### src/rtl/serial_subtractor.sv
// Bit-serial unsigned subtractor: A - B LSB-first, one step per clock.
// Optional macro SERIAL_SUB_SATURATE_EN clamps diff to 0 on borrow.
module serial_subtractor #(
    parameter int WIDTH = 8
) (
    input  logic             clk,
    input  logic             rst,
    input  logic             in_valid,
    output logic             in_ready,
    input  logic [WIDTH-1:0] a,
    input  logic [WIDTH-1:0] b,
    output logic             out_valid,
    input  logic             out_ready,
    output logic [WIDTH-1:0] diff,
    output logic             borrow,
    output logic             busy
);

    localparam int CW = $clog2(WIDTH + 1);

    typedef enum logic [1:0] {
        IDLE = 2'd0,
        RUN  = 2'd1,
        DONE = 2'd2
    } state_t;

    state_t           state;
    state_t           state_nxt;
    logic [WIDTH-1:0] a_sh;
    logic [WIDTH-1:0] b_sh;
    logic [WIDTH-1:0] res;
    logic [WIDTH-1:0] res_nxt;
    logic [WIDTH-1:0] diff_q;
    logic             br;
    logic             br_nxt;
    logic             borrow_q;
    logic [CW-1:0]    cnt;
    logic             a0;
    logic             b0;
    logic             d_bit;
    logic             last_step;
    logic             accept;
    logic             release_out;

    assign a0        = a_sh[0];
    assign b0        = b_sh[0];
    assign d_bit     = a0 ^ b0 ^ br;
    assign br_nxt    = (~a0 & b0) | (~(a0 ^ b0) & br);
    assign last_step = (cnt == CW'(WIDTH - 1));
    assign accept      = (state == IDLE) && in_valid;
    assign release_out = (state == DONE) && out_ready;

    // Difference bits enter at the MSB so the LSB lands in bit 0 last.
    always_comb begin
        res_nxt            = res >> 1;
        res_nxt[WIDTH-1]   = d_bit;
    end

    always_ff @(posedge clk or posedge rst) begin
        if (rst) begin
            state <= IDLE;
        end else begin
            state <= state_nxt;
        end
    end

    always_comb begin
        state_nxt = state;
        unique case (state)
            IDLE: begin
                if (accept) begin
                    state_nxt = RUN;
                end
            end
            RUN: begin
                if (last_step) begin
                    state_nxt = DONE;
                end
            end
            DONE: begin
                if (release_out) begin
                    state_nxt = IDLE;
                end
            end
            default: state_nxt = IDLE;
        endcase
    end

    always_comb begin
        in_ready  = 1'b0;
        out_valid = 1'b0;
        busy      = 1'b0;
        unique case (state)
            IDLE: in_ready = 1'b1;
            RUN:  busy = 1'b1;
            DONE: begin
                out_valid = 1'b1;
                busy      = 1'b1;
            end
            default: in_ready = 1'b0;
        endcase
    end

    always_ff @(posedge clk or posedge rst) begin
        if (rst) begin
            a_sh <= '0;
            b_sh <= '0;
            res  <= '0;
            br   <= 1'b0;
            cnt  <= '0;
        end else if (accept) begin
            a_sh <= a;
            b_sh <= b;
            res  <= '0;
            br   <= 1'b0;
            cnt  <= '0;
        end else if (state == RUN) begin
            a_sh <= a_sh >> 1;
            b_sh <= b_sh >> 1;
            res  <= res_nxt;
            br   <= br_nxt;
            cnt  <= cnt + CW'(1);
        end
    end

    // Result is captured once on entry to DONE and held until the next one.
    always_ff @(posedge clk or posedge rst) begin
        if (rst) begin
            diff_q   <= '0;
            borrow_q <= 1'b0;
        end else if ((state == RUN) && last_step) begin
`ifdef SERIAL_SUB_SATURATE_EN
            diff_q   <= br_nxt ? '0 : res_nxt;
`else
            diff_q   <= res_nxt;
`endif
            borrow_q <= br_nxt;
        end
    end

    assign diff   = diff_q;
    assign borrow = borrow_q;

endmodule

### config.mk
export PLATFORM = sky130hd
export DESIGN_NAME = serial_subtractor
export DESIGN_NICKNAME = d
export VERILOG_FILES = /design/src/rtl/serial_subtractor.sv
export SDC_FILE = /design/constraint.sdc
export NUM_CORES = 1
export LEC_CHECK = 0
export CORE_ASPECT_RATIO = 1.25
export CORE_MARGIN = 2
export CORE_UTILIZATION = 45
export DETAILED_ROUTE_END_ITERATION = 12
export PLACE_DENSITY = 0.69
export SLEW_MARGIN = 20
export SYNTH_ARGS = -nofsm -noshare
export SYNTH_HDL_FRONTEND = slang
export SYNTH_SLANG_ARGS = --single-unit
### constraint.sdc
create_clock -name clk -period 1.9 [get_ports clk]
set_clock_uncertainty 0.05 [all_clocks]
set_input_delay 0.38 -clock clk [delete_from_list [all_inputs] [get_ports clk]]
set_output_delay 0.38 -clock clk [all_outputs]
set_load 0.01 [all_outputs]
-- Word-level counts from Yosys, hierarchy flattened
Cells that the tools add are included.
- equal/unequal tests: 6
- multiply operators: 0
- divide/modulo/power cells: 0
- reduce and logical (&&, ||, !) cells: 7
- shift operators: 0
- magnitude comparators: 0
- add/sub/neg operators: 1
- bitwise logic cells: 7
- muxes and demuxes: 17
- operator list (cell ; count):
    2-to-1 mux 8 bit ; 6
    2-to-1 mux 4 bit ; 2
    2-to-1 mux 2 bit ; 3
    != test 2 bit, second input constant ; 3
    one-hot mux 2 bit (3 select lines) ; 1
    2-to-1 mux 1 bit ; 5
    adder 4 x 1 -> 4 bit, second input constant ; 1
    == test 4 x 3 -> 1 bit, second input constant ; 1
    logical AND 1 bit ; 3
    AND reduction 3 bit ; 1
    AND 1 bit ; 2
    == test 2 x 1 -> 1 bit, second input constant ; 1
    == test 2 bit, second input constant ; 1
    zero test 2 bit ; 1
    inverter 1 bit ; 2
    nonzero test 2 bit ; 1
    OR reduction 2 bit ; 1
    XOR 1 bit ; 2
    OR 1 bit ; 1
- logic and storage cells: 46
- input port bits: 20
- memories kept: 0
- flip-flop bits (word level): 40
- memory bits (writable): 0
- latch bits: 0
- output and inout bits: 12
- bits in read-only memories: 0

-- Longest topological paths before layout
Gate-level depths: netlist of run 1.
- word-level depth: 6
- mapped depth: 7
- mapped depth without buffers: 5

-- Worst setup path before layout of run 1
OpenSTA, ideal clock, no wires.
- path kind: register to register
- from: register state[0]
- to: register state[0]
- cell stages (with the launch flop): 6
- data arrival time: 1.328 ns
- setup slack: 0.395 ns
- data required time: 1.722 ns
- path buffers: 0
- setup time: 0.128 ns
- clock period less this slack: 1.505 ns
- cell sequence: dfrtp_1 > inv_1 > ha_1 > nor2b_1 > a211oi_2 > mux2_1
- longest elaborated chain between the ends: 4
- elaborated cells on any way between the ends: 10
- classes of those cells: eq/ne (5); mux (1); reduce/logical (4)
- RTL lines (element ; line ; source):
    start: declaration ; 27 ; state_t state;
    start signal: assignment ; 63 ; state <= state_nxt;
    == test 2 bit or zero test 2 bit (tied branches) ; 51, 69, 50 ;
    logical AND 1 bit (on tied branches) ; 51, 50 ;
    != test 2 bit (no line) ; n/a ;
    AND reduction 3 bit (no line) ; n/a ;
Parallel ways exist; a longest one is shown, timed or not.
A chain may end at the register's enable or synchronous reset.

-- Worst setup path after layout of run 1
- from: register state[0]
- to: output port busy
- longest elaborated chain between the ends: 3
- elaborated cells on any way between the ends: 4
- classes of those cells: eq/ne (2); mux (1); reduce/logical (1)
- RTL lines (element ; line ; source):
    == test 2 bit or == test 2 x 1 -> 1 bit (tied branches) ; 93 ; unique case (state)
    OR reduction 2 bit (no line) (*) ; n/a ;
    2-to-1 mux 1 bit (*) ; 93 ;
    end: declaration ; 16 ; output logic busy
Every way passes the cells marked *; elsewhere a longest branch is shown, timed or not.

==> impl_metrics.yaml, run 1 <==
floorplan:
  rows: 25
  die_w_um: 60.3
  die_area_um2: 4480
  ios: 32
  core_area_um2: 3780
  die_h_um: 74.3
  initial_core_util: 0.470
pwr:
  p_sw_frac: 0.340
  power.share.clock: 0.164
  pwr-share-seq: 0.429
  p_comb_frac: 0.406
  irDropWorstVdd_mv: 0.635
  leakagePower_nw: 1.08
  powerDensity_nw_per_um2: 1400
  switchingPower_w: 0.00106
  p_int_w: 0.00206
route:
  drc: 0
  viasPerCell: 4.86
  wl_met2_um: 1490
  first_pass_iters: 4
  drtIter0Drc: 36
  wl_met1_um: 1200
  vias: 1166
  drtAntennaViolNets: 0
  wl_um: 2880
  top_layer: "met4"
  met3WireLength_um: 133
  routedWlPerCell_um: 12.0
setup_path:
  critPathSlowestCell: "dfrtp_1"
  required_ns: 1.47
  critPathMaxStageDelay_ns: 0.40
  crit_path_end_kind: "primary output"
  critical_path_cell_count: 3
  worstSetupStartpointType: "flip-flop"
  cp_data_arrival_time_ns: 1.31
  reg2regPathDepth: 5
  path_max_fanout: 3
  critPathBufInv: 2
  cp_cell_sequence: "inv_1 -> ha_1 -> dlygate4sd2_1"
  cp_top_family: "flip-flops"
  crit_type: "reg2out"
yosys:
  yosysUniqueCellTypes: 25
  yosys_warnings: 0
  yosys.area.top_type: "dfrtp_1"
  synth_area_leaders: "dfrtp_1 (55%), mux2i_1 (12%), mux2_2 (5.1%)"
  synthCells: 152
  avgSynthCellArea_um2: 11.7
  ys_seq_area_frac: 0.548
  syn-cell-area_um2: 1780
  ys_ff_latch: 39
  syn_nets: 178
  synth_top_area_frac: 0.548
cts:
  hold_buffers: 0
  clk_pin_slew_ns: 0.06
  clockBufferDepth: 2
  htreeDepth: 2
  clk_latency_ns: 0.28
  cts.sinks: 39
  cts_tree: "yes"
  cts_root_buf: "clkbuf_8"
  cts_buffers: 5
  post_cts_buffers: 0
job:
  cap_violations: 0
timing:
  rsz0062_at_grt: "false"
  drv_slew: 0
  fin_setup_tns_ns: 0
  fmax_ghz: 0.575
  tightest_slew_ns: 0.474
  hold_violations: 0
  setup_slack_ns: 0.160
  post-route-period-util: 0.916
  slew_headroom: 0.684
  period_needed_ns: 1.74
  setup_viol: 0
finish:
  drive_above_1_share: 0.118
  area.growth.synth_to_final_pct: 25.3
  layout_commonest_cell: "dfrtp_1"
  antenna_cells: 0
  layout_common_cells: "dfrtp_1 (39), clkdlybuf4s50_1 (28), mux2i_1 (22)"
  nets: 211
global_routing:
  grt_pass1_vias: 1149
  grt_remaining_overflow: 0
  grt_pass1_wl_um: 4920
  track_usage: 0.150
  grt_max_degree: 45
  antenna_found_initial: 0
min_path:
  worstHoldPathType: "in2async"
placement:
  post-place-ws_ns: 0.227
  gp_congestion: 0.660
  place_hpwl_um: 2070
  port_buffers: 31
run_status:
  status: "complete, no violations"
==> repair_timing <==
| action | 4_1_cts | 5_1_grt |
|---|---|---|
| gates resized for setup | 3 | 0 |
| setup endpoints to repair | 3 | 0 |
| hold endpoints to repair | 0 | 0 |
==> kinds of logic after synthesis <==
kind of cell	after synthesis	synth area share
AOI/OAI and AO/OA	20	0.0647
and+or+nand+nor	39	0.107
muxes	31	0.181
DFF	39	0.548
xor gates and xnor gates	3	0.0148
adders and majority gates	6	0.0464
buffers and inverters	14	0.0387
==> path summary, 6_finish.rpt <==
path                       slack, ns     start  endpoint
max                             0.16  state[0]      busy
min                             0.45       rst  state[1]
max reg2reg                     0.34  state[1]   b_sh[5]
min reg2reg                     0.46   diff[4]   diff[4]
max in group asynchronous       1.01       rst    res[3]
min in group clk                0.46   diff[4]   diff[4]
==> synth_stat cells <==
| master | count |
|---|---|
| a211oi_1 | 1 |
| a211oi_2 | 1 |
| and2_1 | 1 |
| buf_2 | 4 |
| buf_4 | 3 |
| clkbuf_1 | 2 |
| dfrtp_1 | 39 |
| fa_1 | 1 |
| ha_1 | 5 |
| inv_1 | 5 |
| mux2_1 | 1 |
| mux2_2 | 8 |
| mux2i_1 | 22 |
| nand2_1 | 18 |
| nand2b_1 | 2 |
| nand3b_2 | 1 |
| nand4_1 | 1 |
| nand4b_4 | 1 |
| nor2_1 | 12 |
| nor2b_1 | 2 |
| nor3_1 | 1 |
| o21ai_0 | 17 |
| o32a_1 | 1 |
| xnor2_1 | 1 |
| xor2_1 | 2 |
==> per-stage QoR <==
step,cells,area (µm²),hold slack (ns),power [W],util
2_1_floorplan,152,1780,0.430,0.00227,-
3_3_place_gp,232,2150,0.426,0.00260,0.569
3_5_place_dp,232,2150,0.444,0.00267,0.569
4_1_cts,240,2230,0.460,0.00318,0.589
5_1_grt,240,2230,0.480,0.00337,0.589
6_report,240,2230,0.453,0.00312,0.589
==> registers in the layout (all words and copies together), names as in the netlist <==
name and count:
diff 8, b_sh 8, br 1, state 2, borrow 1, a_sh 8
res 7, cnt 4
==> routing by layer <==
metal / GRT usage / up-vias
li1: - / 576
met1: 0.163 / 555
met2: 0.268 / 28
met3: 0.0417 / 7
met4: 0.0667 / 0
met5: 0 / -
==> power groups by stage <==
| stage | Clock [W] | Sequential, W | Combinational (W) |
|---|---|---|---|
| after floorplan | 0 | 0.00134 | 0.000933 |
| after global placement | 0 | 0.00134 | 0.00125 |
| after detailed placement | 0 | 0.00136 | 0.00131 |
| after CTS | 0.000535 | 0.00135 | 0.00130 |
| after global routing | 0.000564 | 0.00138 | 0.00142 |
| final | 0.000514 | 0.00134 | 0.00127 |
==> worst min-delay path, cell delays in order <==
cell and delay, ns:
clkdlybuf4s50_1 0.39, inv_1 0.05, buf_4 0.40
==> area by class of cell <==
type / count / area, µm²
flip-flops and latches: 39 / 976
multi-input cells: 99 / 738
fillers: 340 / 1550
inverters: 5 / 18.8
well taps: 54 / 67.6
repair buffers: 35 / 349
clock inverters: 1 / 5.00
clock buffers: 7 / 76.3
(Power assumes the default switching activity.)
==> run 2: changes to the inputs <==
Settings changed: CORE_UTILIZATION 45 to 51, PLACE_DENSITY 0.69 to 0.77.
==> run 2 against run 1 <==
Cell area is 0.34% higher. Combinational power grew 6%. Clock power up 7.0%. Critical path type unchanged. Sequential power hardly changed. Critical path depth is the same.
==> impl_metrics.yaml, run 2 (synthesis results as in run 1) <==
global_routing:
  grt_remaining_overflow: 0
  antenna_found_initial: 0
  track_usage: 0.179
  grt_pass1_wl_um: 5400
  grt_pass1_vias: 1229
  grt_max_degree: 45
pwr:
  leakagePower_nw: 1.09
  irDropWorstVdd_mv: 0.937
  powerDensity_nw_per_um2: 1450
route:
  drtAntennaViolNets: 0
  viasPerCell: 5.34
  drtIter0Drc: 38
  wl_um: 3090
  drc: 0
  routedWlPerCell_um: 13.7
  vias: 1201
  first_pass_iters: 4
timing:
  post-route-period-util: 0.925
  drv_slew: 0
  tightest_slew_ns: 0.485
  fmax_ghz: 0.569
  rsz0062_at_grt: "false"
  period_needed_ns: 1.76
  setup_slack_ns: 0.143
  fin_setup_tns_ns: 0
  slew_headroom: 0.677
  setup_viol: 0
  hold_violations: 0
floorplan:
  die_w_um: 56.8
  die_h_um: 70.1
  core_area_um2: 3420
  ios: 32
  initial_core_util: 0.520
  rows: 24
  die_area_um2: 3980
setup_path:
  cp_data_arrival_time_ns: 1.33
  rrSetupSlack_ns: 0.29
  path_max_fanout: 3
  required_ns: 1.47
  reg2regPathDepth: 4
  crit_type: "reg2out"
  worstSetupStartpointType: "flip-flop"
  crit_path_end_kind: "primary output"
finish:
  multi_input_area_um2: 738
  fin_area_um2: 2240
  nets: 212
  area.growth.synth_to_final_pct: 25.7
  final_core_util: 0.654
  antenna_cells: 0
  drive_above_1_share: 0.129
  seqCellArea_um2: 976
  layout_commonest_cell: "dfrtp_1"
  final.fill_count: 295
  layout_common_cells: "dfrtp_1 (39), clkdlybuf4s50_1 (28), mux2i_1 (22)"
cts:
  cts_buffers: 5
  clk_pin_slew_ns: 0.07
  cts_tree: "yes"
  clockBufferDepth: 2
  cts_root_buf: "clkbuf_8"
  htreeDepth: 2
  clk_latency_ns: 0.29
  hold_buffers: 0
  cts.sinks: 39
placement:
  post-place-ws_ns: 0.189
  port_buffers: 31
  place_hpwl_um: 2170
  gp_congestion: 0.725
  dpl_cell_area_um2: 2150
min_path:
  hold_depth: 2
  worstHoldPathType: "reg2reg"
job:
  cap_violations: 0
run_status:
  status: "complete, no violations"
[run 2: routing by layer]
metal  share of wire  up-vias  wire (µm)  GRT usage
met1            0.40      581       1230      0.200
met4           0.012        0         36     0.0620
met5               0        -          0          0
met3           0.053        4        164     0.0611
li1                -      583          -          -
met2            0.54       33       1660      0.314
[run 2: worst max-delay path: stages, from the launching register on]
cell	delay [ns]
dfrtp_1	0.40
inv_1	0.12
ha_1	0.24
dlygate4sd2_1	0.28
[run 2: layout make-up]
type	instances	share of cell area
multi-input combinational	99	0.330
tap	39	0.0218
clock inverter	1	0.00224
inverter	5	0.00838
clock buffer	6	0.0369
timing repair buffer	36	0.165
sequential	39	0.436
[run 2: per-stage QoR]
| step | total power (W) | instances | hold WS (ns) |
|---|---|---|---|
| after global placement | 0.00263 | 217 | 0.422 |
| after detailed placement | 0.00273 | 217 | 0.439 |
| after CTS | 0.00329 | 225 | 0.455 |
| final | 0.00324 | 225 | 0.452 |
| after floorplan | 0.00227 | 152 | 0.430 |
| after global routing | 0.00350 | 225 | 0.491 |
[run 2: final timing paths]
path	from	to
worst min-delay path	borrow	borrow
worst max register to register	state[1]	diff[4]
worst min register to register	borrow	borrow
max in group asynchronous	rst	diff[2]
worst max-delay path	state[1]	busy
min in group asynchronous	rst	a_sh[6]
[run 2: where the power goes]
part           total, W  switching [W]  leakage [nW]  internal (W)
clock network  0.000550       0.000266        0.0470      0.000284
logic           0.00135       0.000651         0.538      0.000696
registers       0.00135       0.000195         0.509       0.00115
[run 2: what timing repair did]
item	in CTS	in global routing
setup buffers	1	0
setup endpoints to repair	3	0
gates resized for setup	3	0
